**config.mk**
```make
export PLATFORM = sky130hd
export DESIGN_NAME = vga_timing_gen
export DESIGN_NICKNAME = d
export VERILOG_FILES = /design/src/rtl/vga_pkg.sv /design/src/rtl/wrap_counter.sv /design/src/rtl/vga_timing_gen.sv
export SDC_FILE = /design/constraint.sdc
export NUM_CORES = 1
export LEC_CHECK = 0
export CAP_MARGIN = 20
export CORE_UTILIZATION = 45
export CTS_BUF_LIST = sky130_fd_sc_hd__clkbuf_8
export DETAILED_ROUTE_END_ITERATION = 10
export PLACE_DENSITY = 0.67
export SLEW_MARGIN = 20
export SYNTH_ARGS = -nofsm -noshare
export SYNTH_HDL_FRONTEND = slang
export SYNTH_HIERARCHICAL = 1
export SYNTH_SLANG_ARGS = --single-unit
export TNS_END_PERCENT = 20
```
**constraint.sdc**
```tcl
create_clock -name clk -period 3 [get_ports clk]
set_clock_uncertainty 0.15 [all_clocks]
set_input_delay 0.9 -clock clk [delete_from_list [all_inputs] [get_ports clk]]
set_output_delay 0.9 -clock clk [all_outputs]
set_load 0.02 [all_outputs]
```
**src/rtl/vga_pkg.sv**
```systemverilog
// Shared VGA timing defaults (640x480 @ 60 Hz) and decode helper,
// used by the timing generator and the draw modules.
package vga_pkg;

  localparam int unsigned H_ACTIVE_DEF = 640;
  localparam int unsigned H_FP_DEF     = 16;
  localparam int unsigned H_SYNC_DEF   = 96;
  localparam int unsigned H_BP_DEF     = 48;
  localparam int unsigned V_ACTIVE_DEF = 480;
  localparam int unsigned V_FP_DEF     = 10;
  localparam int unsigned V_SYNC_DEF   = 2;
  localparam int unsigned V_BP_DEF     = 33;

  localparam int unsigned H_TOTAL_DEF = H_ACTIVE_DEF + H_FP_DEF + H_SYNC_DEF + H_BP_DEF;
  localparam int unsigned V_TOTAL_DEF = V_ACTIVE_DEF + V_FP_DEF + V_SYNC_DEF + V_BP_DEF;

  // True when lo <= v < hi (half-open window, unsigned).
  function automatic logic in_window(input int unsigned v,
                                     input int unsigned lo,
                                     input int unsigned hi);
    return (v >= lo) && (v < hi);
  endfunction

endpackage

```
**src/rtl/wrap_counter.sv**
```systemverilog
// Modulo-N up counter with a wrap flag asserted in the enabled cycle
// where the count rolls over from MODULUS-1 to 0.
module wrap_counter #(
  parameter int unsigned WIDTH   = 10,
  parameter int unsigned MODULUS = 800
) (
  input  logic             clk,
  input  logic             rst_n,
  input  logic             en,
  output logic [WIDTH-1:0] count,
  output logic             wrap
);

  localparam logic [WIDTH-1:0] LAST = WIDTH'(MODULUS - 1);

  generate
    if ((MODULUS < 1) || (64'(MODULUS) > (64'd1 << WIDTH))) begin : g_mod_chk
      $error("wrap_counter: MODULUS must be in 1..2**WIDTH");
    end
  endgenerate

  // Rollover is flagged combinationally so the next stage steps in the same edge.
  assign wrap = en && (count == LAST);

  // Count up while enabled, return to zero after the last value.
  always_ff @(posedge clk or negedge rst_n) begin
    if (!rst_n) begin
      count <= '0;
    end else if (en) begin
      if (wrap) count <= '0;
      else      count <= count + WIDTH'(1);
    end
  end

endmodule

```
**src/rtl/vga_timing_gen.sv**
```systemverilog
// VGA timing generator: two cascaded wrap counters produce the raster
// position; all outputs are registered from the counters on pix_en.
module vga_timing_gen
  import vga_pkg::*;
#(
  parameter int unsigned BIT      = 10,
  parameter int unsigned H_ACTIVE = H_ACTIVE_DEF,
  parameter int unsigned H_FP     = H_FP_DEF,
  parameter int unsigned H_SYNC   = H_SYNC_DEF,
  parameter int unsigned H_BP     = H_BP_DEF,
  parameter int unsigned V_ACTIVE = V_ACTIVE_DEF,
  parameter int unsigned V_FP     = V_FP_DEF,
  parameter int unsigned V_SYNC   = V_SYNC_DEF,
  parameter int unsigned V_BP     = V_BP_DEF
) (
  input  logic           clk,
  input  logic           rst_n,
  input  logic           pix_en,
  output logic [BIT-1:0] x_pos,
  output logic [BIT-1:0] y_pos,
  output logic           hsync,
  output logic           vsync,
  output logic           display_on,
  output logic           line_start,
  output logic           frame_start
);

  localparam int unsigned H_TOTAL  = H_ACTIVE + H_FP + H_SYNC + H_BP;
  localparam int unsigned V_TOTAL  = V_ACTIVE + V_FP + V_SYNC + V_BP;
  localparam int unsigned HS_START = H_ACTIVE + H_FP;
  localparam int unsigned HS_END   = H_ACTIVE + H_FP + H_SYNC;
  localparam int unsigned VS_START = V_ACTIVE + V_FP;
  localparam int unsigned VS_END   = V_ACTIVE + V_FP + V_SYNC;

  generate
    if (64'(H_TOTAL) > (64'd1 << BIT)) begin : g_h_chk
      $error("vga_timing_gen: H_TOTAL exceeds 2**BIT");
    end
    if (64'(V_TOTAL) > (64'd1 << BIT)) begin : g_v_chk
      $error("vga_timing_gen: V_TOTAL exceeds 2**BIT");
    end
  endgenerate

  logic [BIT-1:0] h_cnt;
  logic [BIT-1:0] v_cnt;
  logic           h_wrap;
  logic           v_wrap;

  wrap_counter #(.WIDTH(BIT), .MODULUS(H_TOTAL)) u_h_cnt (
    .clk   (clk),
    .rst_n (rst_n),
    .en    (pix_en),
    .count (h_cnt),
    .wrap  (h_wrap)
  );

  wrap_counter #(.WIDTH(BIT), .MODULUS(V_TOTAL)) u_v_cnt (
    .clk   (clk),
    .rst_n (rst_n),
    .en    (h_wrap),
    .count (v_cnt),
    .wrap  (v_wrap)
  );

  // A frame can only end on a line boundary.
  a_frame_on_line: assert property (@(posedge clk) disable iff (!rst_n) v_wrap |-> h_wrap);

  // The counters run one position ahead of the outputs: each pix_en edge
  // presents the current count and decodes it, so the first enabled cycle
  // after reset shows 0,0 and every output shares the same register stage.
  always_ff @(posedge clk or negedge rst_n) begin
    if (!rst_n) begin
      x_pos       <= '0;
      y_pos       <= '0;
      hsync       <= 1'b1;
      vsync       <= 1'b1;
      display_on  <= 1'b0;
      line_start  <= 1'b0;
      frame_start <= 1'b0;
    end else if (pix_en) begin
      x_pos       <= h_cnt;
      y_pos       <= v_cnt;
      hsync       <= !in_window(32'(h_cnt), HS_START, HS_END);
      vsync       <= !in_window(32'(v_cnt), VS_START, VS_END);
      display_on  <= in_window(32'(h_cnt), 0, H_ACTIVE) && in_window(32'(v_cnt), 0, V_ACTIVE);
      line_start  <= (h_cnt == '0);
      frame_start <= (h_cnt == '0) && (v_cnt == '0);
    end else begin
      line_start  <= 1'b0;
      frame_start <= 1'b0;
    end
  end

endmodule

```
==> out/metrics.yaml, run 1 <==
ys_ff_latch: 45
hold_viol: 0
yosysSeqAreaShare: 0.555
grt_start_max_net_pins: 34
die_w_um: 69.2
fin_setup_tns_ns: 0
clock_tree.root_cell: "clkbuf_8"
clock_sinks: 45
worst-path-buf-inv: 2
core-area_sq_um: 4350
critPathTopFamily: "buffers and inverters"
path_clk_slew_ns: 0.08
fin_util: 0.564
yosysUniqueCellTypes: 42
rsz0062_at_grt: "false"
finalWorstPathRequiredPeriod_ns: 2.70
dp_hpwl_um: 2740
via_per_inst: 5.71
syn_inst: 163
cpPeakStageDelay_ns: 0.49
grtUsageMet2: 0.262
ys_top_cells_by_area: "dfrtp_1, mux2_2, dfstp_2"
p_int_mw: 1.03
n_antenna_cell: 0
drt-initial-drc-count: 54
worst_slack_ns: 0.297
fp-row-count: 24
power.switching_mw: 0.443
swShare: 0.301
dr.pass1.iters: 5
cts_buffer_depth: 2
slew_violations: 0
synth_top_area_cell: "dfrtp_1"
p_seq_frac: 0.528
worstMarginPinSlew_ns: 0.623
wire_per_inst_um: 15.6
grt_pass1_vias: 1383
synth-edff-count: 0
cts_htree_levels: 2
critPathRequiredTime_ns: 3.01
route.detailed.drc: 0
crit_start: "pix_en"
yosys_warnings: 6
dp_slack_ns: 0.0630
ant_nets: 0
grt.met3_usage: 0.0320
max_cap_viol_count: 0
setup_viol: 0
syn_area_per_cell_sq_um: 12.5
path_class: "primary input to flip-flop"
min_period_over_period: 0.901
io_pins: 28
outcome: "completed"
p_leak_nw: 1.13
powerDensity_nw_per_um2: 600
crit_slowest_cell: "clkdlybuf4s50_1"
grt_remaining_overflow: 0
peakVddDrop_mv: 0.341
totalWireLength_um: 3900
area_growth_pct: 20.7
p_comb_frac: 0.237
gp_congestion: 0.940
grt-busiest-layer: "met2"
numCtsBuffers: 5
cp_max_fo: 11
yosysTopAreaCellShare: 0.529
cts_resized: 0
die-area_sq_um: 4790
grt_pass1_wl_um: 6780
yosysMostFrequentCell: "dfrtp_1"
track_usage: 0.177
synth_common_cells: "dfrtp_1, mux2_2, nand2_1, nand3_1, o21ai_0"
power_mw: 1.47
post_cts_buffers: 0
hold_path.class: "flip-flop to flip-flop"
hp-start: "vsync"
timing.rr.start: "u_h_cnt/count[0]"
worstSetupEndpointType: "flip-flop"
critPathArrivalTime_ns: 2.71
antenna_found_initial: 0
clk_latency_ns: 0.29
drive_above_1_share: 0.222
cts_hold_buf: 0
fmax_ghz: 0.370
cts_tree: "built"
fp.dieH_um: 69.2
path_cells: "clkdlybuf4s50_1 -> nand4_2 -> nor3b_4 -> buf_4 -> nand3_1 -> o311ai_0 -> o21ai_0"
initial_utilization: 0.467
syn_nets: 169
vias: 1427
met1_usage: 0.254
slew_headroom: 0.585
nets: 204
start_kind: "primary input"
power_frac_clock: 0.235
netlist_area_sq_um: 2030
port-buffer-count: 27
async_reset_ff_frac: 1.00
synth-main-ff-cell: "dfrtp_1"
-- worst register-to-register path: cells and delay by family, from the launching register on --
kind            cells  cell delay, ns
simple gates        3            0.59
buf+inv             1            0.22
compound gates      2            0.53
flops               1            0.46
fa+ha+maj           1            0.30
-- cell usage in the layout, fill, tap and decap left out, types with 5 or more instances in the layout --
cell type	instances
dfrtp_1	43
clkdlybuf4s50_1	26
mux2_2	20
nand3_1	8
o21ai_0	8
nand2_1	8
nor2_1	7
inv_1	6
xnor2_1	6
clkbuf_8	5
buf_4	5
xor2_1	5
-- sequential cells by signal, summed over array words and instances (netlist names) --
| name | cells |
|---|---|
| u_h_cnt/count | 10 |
| u_v_cnt/count | 10 |
| x_pos | 10 |
| y_pos | 10 |
| display_on | 1 |
| frame_start | 1 |
| hsync | 1 |
| line_start | 1 |
| vsync | 1 |
-- cell families (layout without fill, tap and decap cells) --
logic type / after synthesis / count (layout) / synth area share
buffers and inverters: 9 / 44 / 0.0215
DFF: 45 / 45 / 0.555
AOI/OAI and AO/OA: 19 / 19 / 0.0603
adders and majority gates: 3 / 3 / 0.0185
xor gates and xnor gates: 11 / 11 / 0.0474
muxes: 22 / 22 / 0.123
and+or+nand+nor: 54 / 54 / 0.175
-- final timing paths --
check                           depth (start not counted)               end  slack (ns)
worst max register to register                          7  u_v_cnt/count[0]        0.62
worst min register to register                          2             vsync        0.34
worst max-delay path                                    7  u_v_cnt/count[0]        0.30
worst min-delay path                                    2             vsync        0.34
min in group asynchronous                               1          x_pos[6]        0.47
max in group asynchronous                               2  u_h_cnt/count[2]        1.66
-- per-layer routing --
metal	share of wire	vias up
met2	0.46	39
met5	0	-
met1	0.47	708
met3	0.040	11
li1	-	669
met4	0.022	0
-- area by class of cell --
type,instances,area (sq um)
clock inverters,2,8.76
multi-input cells,109,862
clock buffers,5,68.8
fillers,360,1900
well taps,52,65.1
flip-flops and latches,45,1130
repair buffers,32,303
inverters,5,18.8
-- through the flow --
step | hold slack (ns) | std cells | area [sq um]
after floorplan | 0.361 | 163 | 2030
after global placement | 0.336 | 243 | 2380
after detailed placement | 0.332 | 243 | 2380
after CTS | 0.343 | 250 | 2450
after global routing | 0.370 | 250 | 2450
final | 0.343 | 250 | 2450
-- power by group through the flow --
stage,clock network (mW),registers [mW],logic [mW]
2_1_floorplan,0,0.827,0.167
4_1_cts,0.357,0.778,0.354
3_3_place_gp,0,0.786,0.354
6_report,0.346,0.778,0.349
3_5_place_dp,0,0.789,0.353
5_1_grt,0.377,0.796,0.376
No activity file was read; power rests on OpenSTA's default activity.
==> run 2, diff against run 1 <==
--- a/config.mk
+++ b/config.mk
@@ -6,6 +6,7 @@
 export NUM_CORES = 1
 export LEC_CHECK = 0
 export CAP_MARGIN = 20
+export CORE_MARGIN = 2
 export CORE_UTILIZATION = 45
 export CTS_BUF_LIST = sky130_fd_sc_hd__clkbuf_8
 export DETAILED_ROUTE_END_ITERATION = 10
==> run 2 against run 1 <==
Against the previous run: die area grew 5.9%; cell count increased by 0.80%; count of clock-buffer cells in the layout unchanged; setup slack improved by 0.13 ns; core utilization grew 0.29 points; fmax is 5.1% higher; critical path depth is 1 lower; cell area increased by 0.51%; via count fell by 1.5%; sequential power about the same; combinational power rose by 3%; global-route usage rose by 0.39 points; critical endpoint is now u_v_cnt/count[9]; largest cell class unchanged; largest power group unchanged; highest routed layer unchanged.
==> out/metrics.yaml, run 2 (same netlist as run 1, synthesis figures left out) <==
worstSetupEndpointType: "flip-flop"  # unchanged
hold_path.class: "flip-flop to flip-flop"  # unchanged
critPathRequiredTime_ns: 3.08  # was 3.01 ns
fmax_ghz: 0.389  # was 0.370 GHz
gp_congestion: 0.821  # was 0.940
final_cell_mix: "dfrtp_1, clkdlybuf4s50_1, mux2_2"  # unchanged
ant_nets: 0  # unchanged
path_clk_slew_ns: 0.08  # about the same
r2r-end: "u_v_cnt/count[9]"  # was u_v_cnt/count[0]
clock_tree.root_cell: "clkbuf_8"  # unchanged
layout_commonest_cell: "dfrtp_1"  # unchanged
nets: 205  # was 204
cp_common_cell: "nand4_2"
wire_per_inst_um: 15.9  # was 15.6 um
max_cap_viol_count: 0  # unchanged
finalWorstPathRequiredPeriod_ns: 2.57  # was 2.70 ns
dp_hpwl_um: 2850  # was 2740 um
fp.dieH_um: 71.2  # was 69.2 um
path_cells: "clkdlybuf4s50_1 -> nand4_2 -> nor3b_4 -> nand4_2 -> or4_1 -> a21oi_1"  # was clkdlybuf4s50_1 -> nand4_2 -> nor3b_4 -> buf_4 -> nand3_1 -> o311ai_0 -> o21ai_0
post_cts_buffers: 0  # unchanged
die-area_sq_um: 5080  # was 4790 sq um
area_growth_pct: 21.3  # was 20.7%
route.detailed.drc: 0  # unchanged
cpPeakStageDelay_ns: 0.51  # was 0.49 ns
numCtsBuffers: 5  # unchanged
crit_start: "pix_en"  # unchanged
cts_htree_levels: 2  # unchanged
setup_viol: 0  # unchanged
start_kind: "primary input"  # unchanged
outcome: "completed"  # unchanged
initial_utilization: 0.467  # unchanged
antenna_found_initial: 0  # unchanged
worst_slack_ns: 0.429  # was 0.297 ns
powerDensity_nw_per_um2: 605  # was 600 nW/um^2
track_usage: 0.181  # was 0.177
rsz0062_at_grt: "false"  # unchanged
die_w_um: 71.2  # was 69.2 um
totalWireLength_um: 4000  # was 3900 um
dp_slack_ns: 0.116  # was 0.0630 ns
grt_remaining_overflow: 0  # unchanged
clock_sinks: 45  # unchanged
grt_start_max_net_pins: 34  # unchanged
drive_above_1_share: 0.230  # was 0.222
fin_setup_tns_ns: 0  # unchanged
cts_tree: "built"  # unchanged
io_pins: 28  # unchanged
holdWs_ns: 0.345  # was 0.343 ns
n_antenna_cell: 0  # unchanged
path_depth: 6  # was 7
min_period_over_period: 0.857  # was 0.901
timing.rr.start: "u_h_cnt/count[0]"  # unchanged
port-buffer-count: 27  # unchanged
slew_headroom: 0.592  # was 0.585
worst-path-buf-inv: 1  # was 2
core-area_sq_um: 4350  # unchanged
drt-initial-drc-count: 95  # was 54
reg2reg_depth: 6  # was 7
critPathArrivalTime_ns: 2.65  # was 2.71 ns
hold_viol: 0  # unchanged
clk_latency_ns: 0.30  # was 0.29 ns
slew_violations: 0  # unchanged
r2r_setup_slack_ns: 0.76  # was 0.62 ns
via_per_inst: 5.58  # was 5.71
critPathTopFamily: "simple AND/OR/NAND/NOR gates"  # was buffers and inverters
crit_slowest_cell: "or4_1"  # was clkdlybuf4s50_1
grt_pass1_vias: 1459  # was 1383
path_class: "primary input to flip-flop"  # unchanged
worstMarginPinSlew_ns: 0.612  # was 0.623 ns
cp_max_fo: 4  # was 11
cts_hold_buf: 0  # unchanged
fp-row-count: 24  # unchanged
dr.pass1.iters: 4  # was 5
grt_pass1_wl_um: 7200  # was 6780 um
peakVddDrop_mv: 0.526  # was 0.341 mV
cts_resized: 0  # unchanged
p_leak_nw: 1.14  # was 1.13 nW
cts_buffer_depth: 2  # unchanged
vias: 1405  # was 1427
crit_end: "u_v_cnt/count[9]"  # was u_v_cnt/count[0]
[run 2: cell types whose count changed in the layout (fill, tap and decap cells not counted)]
cell,delta
clkinv_2,+1
buf_4,+1
[run 2: worst reg2reg max path, delay by kind of cell (launching register included)]
kind	cells	cell delay [ns]
simple gates	4	1.12
compound gates	1	0.16
flops	1	0.44
fa+ha+maj	1	0.31
[run 2: worst min path at each step]
| stage | start | end | slack [ns] | cells after the start |
|---|---|---|---|---|
| final | vsync | vsync | 0.35 | 2 |
| after detailed placement | vsync | vsync | 0.34 | 2 |
| after global routing | vsync | vsync | 0.36 | 2 |
| after CTS | vsync | vsync | 0.35 | 2 |
| after floorplan | u_v_cnt/count[8] | u_v_cnt/count[8] | 0.36 | 1 |
| after global placement | vsync | vsync | 0.33 | 2 |
[run 2: layout make-up]
class / count / area [sq um]
multi-input combinational: 109 / 862
clock inverter: 3 / 13.8
inverter: 5 / 18.8
tap: 52 / 65.1
clock buffer: 5 / 68.8
sequential: 45 / 1130
timing repair buffer: 33 / 310
fill: 371 / 1890
[run 2: power by group]
group / switching, mW / internal [mW]
combinational: 0.172 / 0.188
clock: 0.198 / 0.158
sequential: 0.0889 / 0.688
[run 2: stage by stage]
stage	instances	utilization	instance area [sq um]	power, mW
6_report	252	0.567	2470	1.49
2_1_floorplan	163	-	2030	0.994
3_3_place_gp	244	0.548	2380	1.13
3_5_place_dp	244	0.548	2380	1.15
5_1_grt	252	0.567	2470	1.59
4_1_cts	252	0.567	2470	1.51
[run 2: per-layer routing]
layer / track usage / wire [um]
met3: 0.0464 / 212
met1: 0.251 / 1820
met5: 0 / 0
met2: 0.285 / 1920
met4: 0.0503 / 53
==> run 3, diff against run 2 <==
--- a/config.mk
+++ b/config.mk
@@ -11,6 +11,7 @@
 export CTS_BUF_LIST = sky130_fd_sc_hd__clkbuf_8
 export DETAILED_ROUTE_END_ITERATION = 10
 export PLACE_DENSITY = 0.67
+export REMOVE_ABC_BUFFERS = 1
 export SLEW_MARGIN = 20
 export SYNTH_ARGS = -nofsm -noshare
 export SYNTH_HDL_FRONTEND = slang
==> run 3 against run 2 <==
Against the previous run: critical path type unchanged; via count up 0.57%; cell area up 1.3%; first-iteration DRC count up 36%; largest cell class unchanged; non-clock buffer count down 2; core utilization up 0.72 points.
==> out/metrics.yaml, run 3 (same netlist as run 1, synthesis figures left out) <==
critPathRequiredTime_ns: 3.01  # was 3.08 ns
port-buffer-count: 27  # unchanged
worstSetupEndpointType: "flip-flop"  # unchanged
totalWireLength_um: 3810  # was 4000 um
die_w_um: 71.2  # unchanged
powerDensity_nw_per_um2: 642  # was 605 nW/um^2
fillers: 367  # was 371
grt_pass1_wl_um: 6820  # was 7200 um
dp_hpwl_um: 2600  # was 2850 um
hold_path.class: "flip-flop to flip-flop"  # unchanged
dp_cells: 242  # was 244
antenna_found_initial: 0  # unchanged
peakVddDrop_mv: 0.602  # was 0.526 mV
cts_buffer_depth: 2  # unchanged
clock_sinks: 45  # unchanged
cts_htree_levels: 2  # unchanged
outcome: "completed"  # unchanged
clk_latency_ns: 0.29  # was 0.30 ns
r2r_setup_slack_ns: 0.74  # was 0.76 ns
vias: 1413  # was 1405
ff_latch_area_sq_um: 1130  # unchanged
dr.pass1.iters: 4  # unchanged
start_kind: "primary input"  # unchanged
grt_pass1_vias: 1454  # was 1459
fp.dieH_um: 71.2  # unchanged
grt_remaining_overflow: 0  # unchanged
max_cap_viol_count: 0  # unchanged
route.detailed.drc: 0  # unchanged
reg2reg_depth: 7  # was 6
grt.met3_usage: 0.0450  # was 0.0464
nets: 203  # was 205
final_cell_mix: "dfrtp_1, clkdlybuf4s50_1, mux2_2"  # unchanged
path_class: "primary input to flip-flop"  # unchanged
min_path_cells: 1  # was 2
worstMarginPinSlew_ns: 0.385  # was 0.612 ns
die-area_sq_um: 5080  # unchanged
cts_resized: 0  # unchanged
layout_commonest_cell: "dfrtp_1"  # unchanged
grtUsageMet2: 0.286  # was 0.285
wire_per_inst_um: 15.2  # was 15.9 um
cts_hold_buf: 0  # unchanged
clock_tree.root_cell: "clkbuf_8"  # unchanged
hp-start: "y_pos[0]"  # was vsync
n_antenna_cell: 0  # unchanged
numCtsBuffers: 5  # unchanged
hold_viol: 0  # unchanged
cp_max_fo: 11  # was 4
fmax_ghz: 0.382  # was 0.389 GHz
rsz0062_at_grt: "false"  # unchanged
fin_setup_tns_ns: 0  # unchanged
min_to: "y_pos[0]"  # was vsync
fp-row-count: 24  # unchanged
drive_above_1_share: 0.222  # was 0.230
io_pins: 28  # unchanged
slew_headroom: 0.743  # was 0.592
grt_start_max_net_pins: 46  # was 34
grt-busiest-layer: "met2"  # unchanged
finalWorstPathRequiredPeriod_ns: 2.62  # was 2.57 ns
setup_viol: 0  # unchanged
met1_usage: 0.215  # was 0.251
path_clk_slew_ns: 0.08  # about the same
initial_utilization: 0.467  # unchanged
fin_cells: 250  # was 252
post_cts_buffers: 0  # unchanged
cts_tree: "built"  # unchanged
slew_violations: 0  # unchanged
fin_util: 0.574  # was 0.567
area_growth_pct: 22.8  # was 21.3%
r2r-end: "u_v_cnt/count[0]"  # was u_v_cnt/count[9]
power_mw: 1.61  # was 1.49 mW
critPathArrivalTime_ns: 2.63  # was 2.65 ns
core-area_sq_um: 4350  # unchanged
via_per_inst: 5.65  # was 5.58
track_usage: 0.171  # was 0.181
min_period_over_period: 0.873  # was 0.857
p_leak_nw: 1.14  # about the same
multi_input_area_sq_um: 862  # unchanged
ant_nets: 0  # unchanged
gp_congestion: 0.870  # was 0.821
timing.rr.start: "u_h_cnt/count[0]"  # unchanged
holdWs_ns: 0.360  # was 0.345 ns
drt-initial-drc-count: 129  # was 95
[run 3: per-stage QoR]
stage	area [sq um]	worst slack (ns)
floorplan	2010	0.500
global placement	2380	0.155
detailed placement	2380	0.0793
CTS	2500	0.377
global route	2500	0.120
finish	2500	0.380
[run 3: layout make-up]
cell class	count	area share
inverters	5	0.00751
multi-input cells	109	0.345
clock buffers	6	0.0330
flip-flops and latches	45	0.452
well taps	52	0.0260
clock inverters	2	0.0135
repair buffers	31	0.123
[run 3: power by group]
part | total (mW) | internal, mW | switching, mW
clock | 0.464 | 0.268 | 0.196
combinational | 0.361 | 0.188 | 0.173
sequential | 0.780 | 0.688 | 0.0925
[run 3: metal layers]
layer / vias up / part of all wire
met2: 24 / 0.50
met3: 5 / 0.036
met5: - / 0
met1: 722 / 0.45
met4: 0 / 0.010
li1: 662 / -
[run 3: worst max-delay path: stages]
cell,delay (ns)
clkdlybuf4s50_1,0.51
nand4_2,0.18
nor3b_4,0.26
buf_4,0.21
nand3_1,0.14
o311ai_0,0.29
o21ai_0,0.13
[run 3: how the worst max path moves through the flow]
stage,startpoint,end,slack [ns],depth (start not counted)
after global placement,pix_en,u_v_cnt/count[0],0.15,7
after CTS,pix_en,u_v_cnt/count[0],0.38,7
after detailed placement,pix_en,u_v_cnt/count[0],0.08,7
after floorplan,pix_en,u_v_cnt/count[9],0.50,5
final,pix_en,u_v_cnt/count[0],0.38,7
after global routing,pix_en,u_v_cnt/count[0],0.12,7
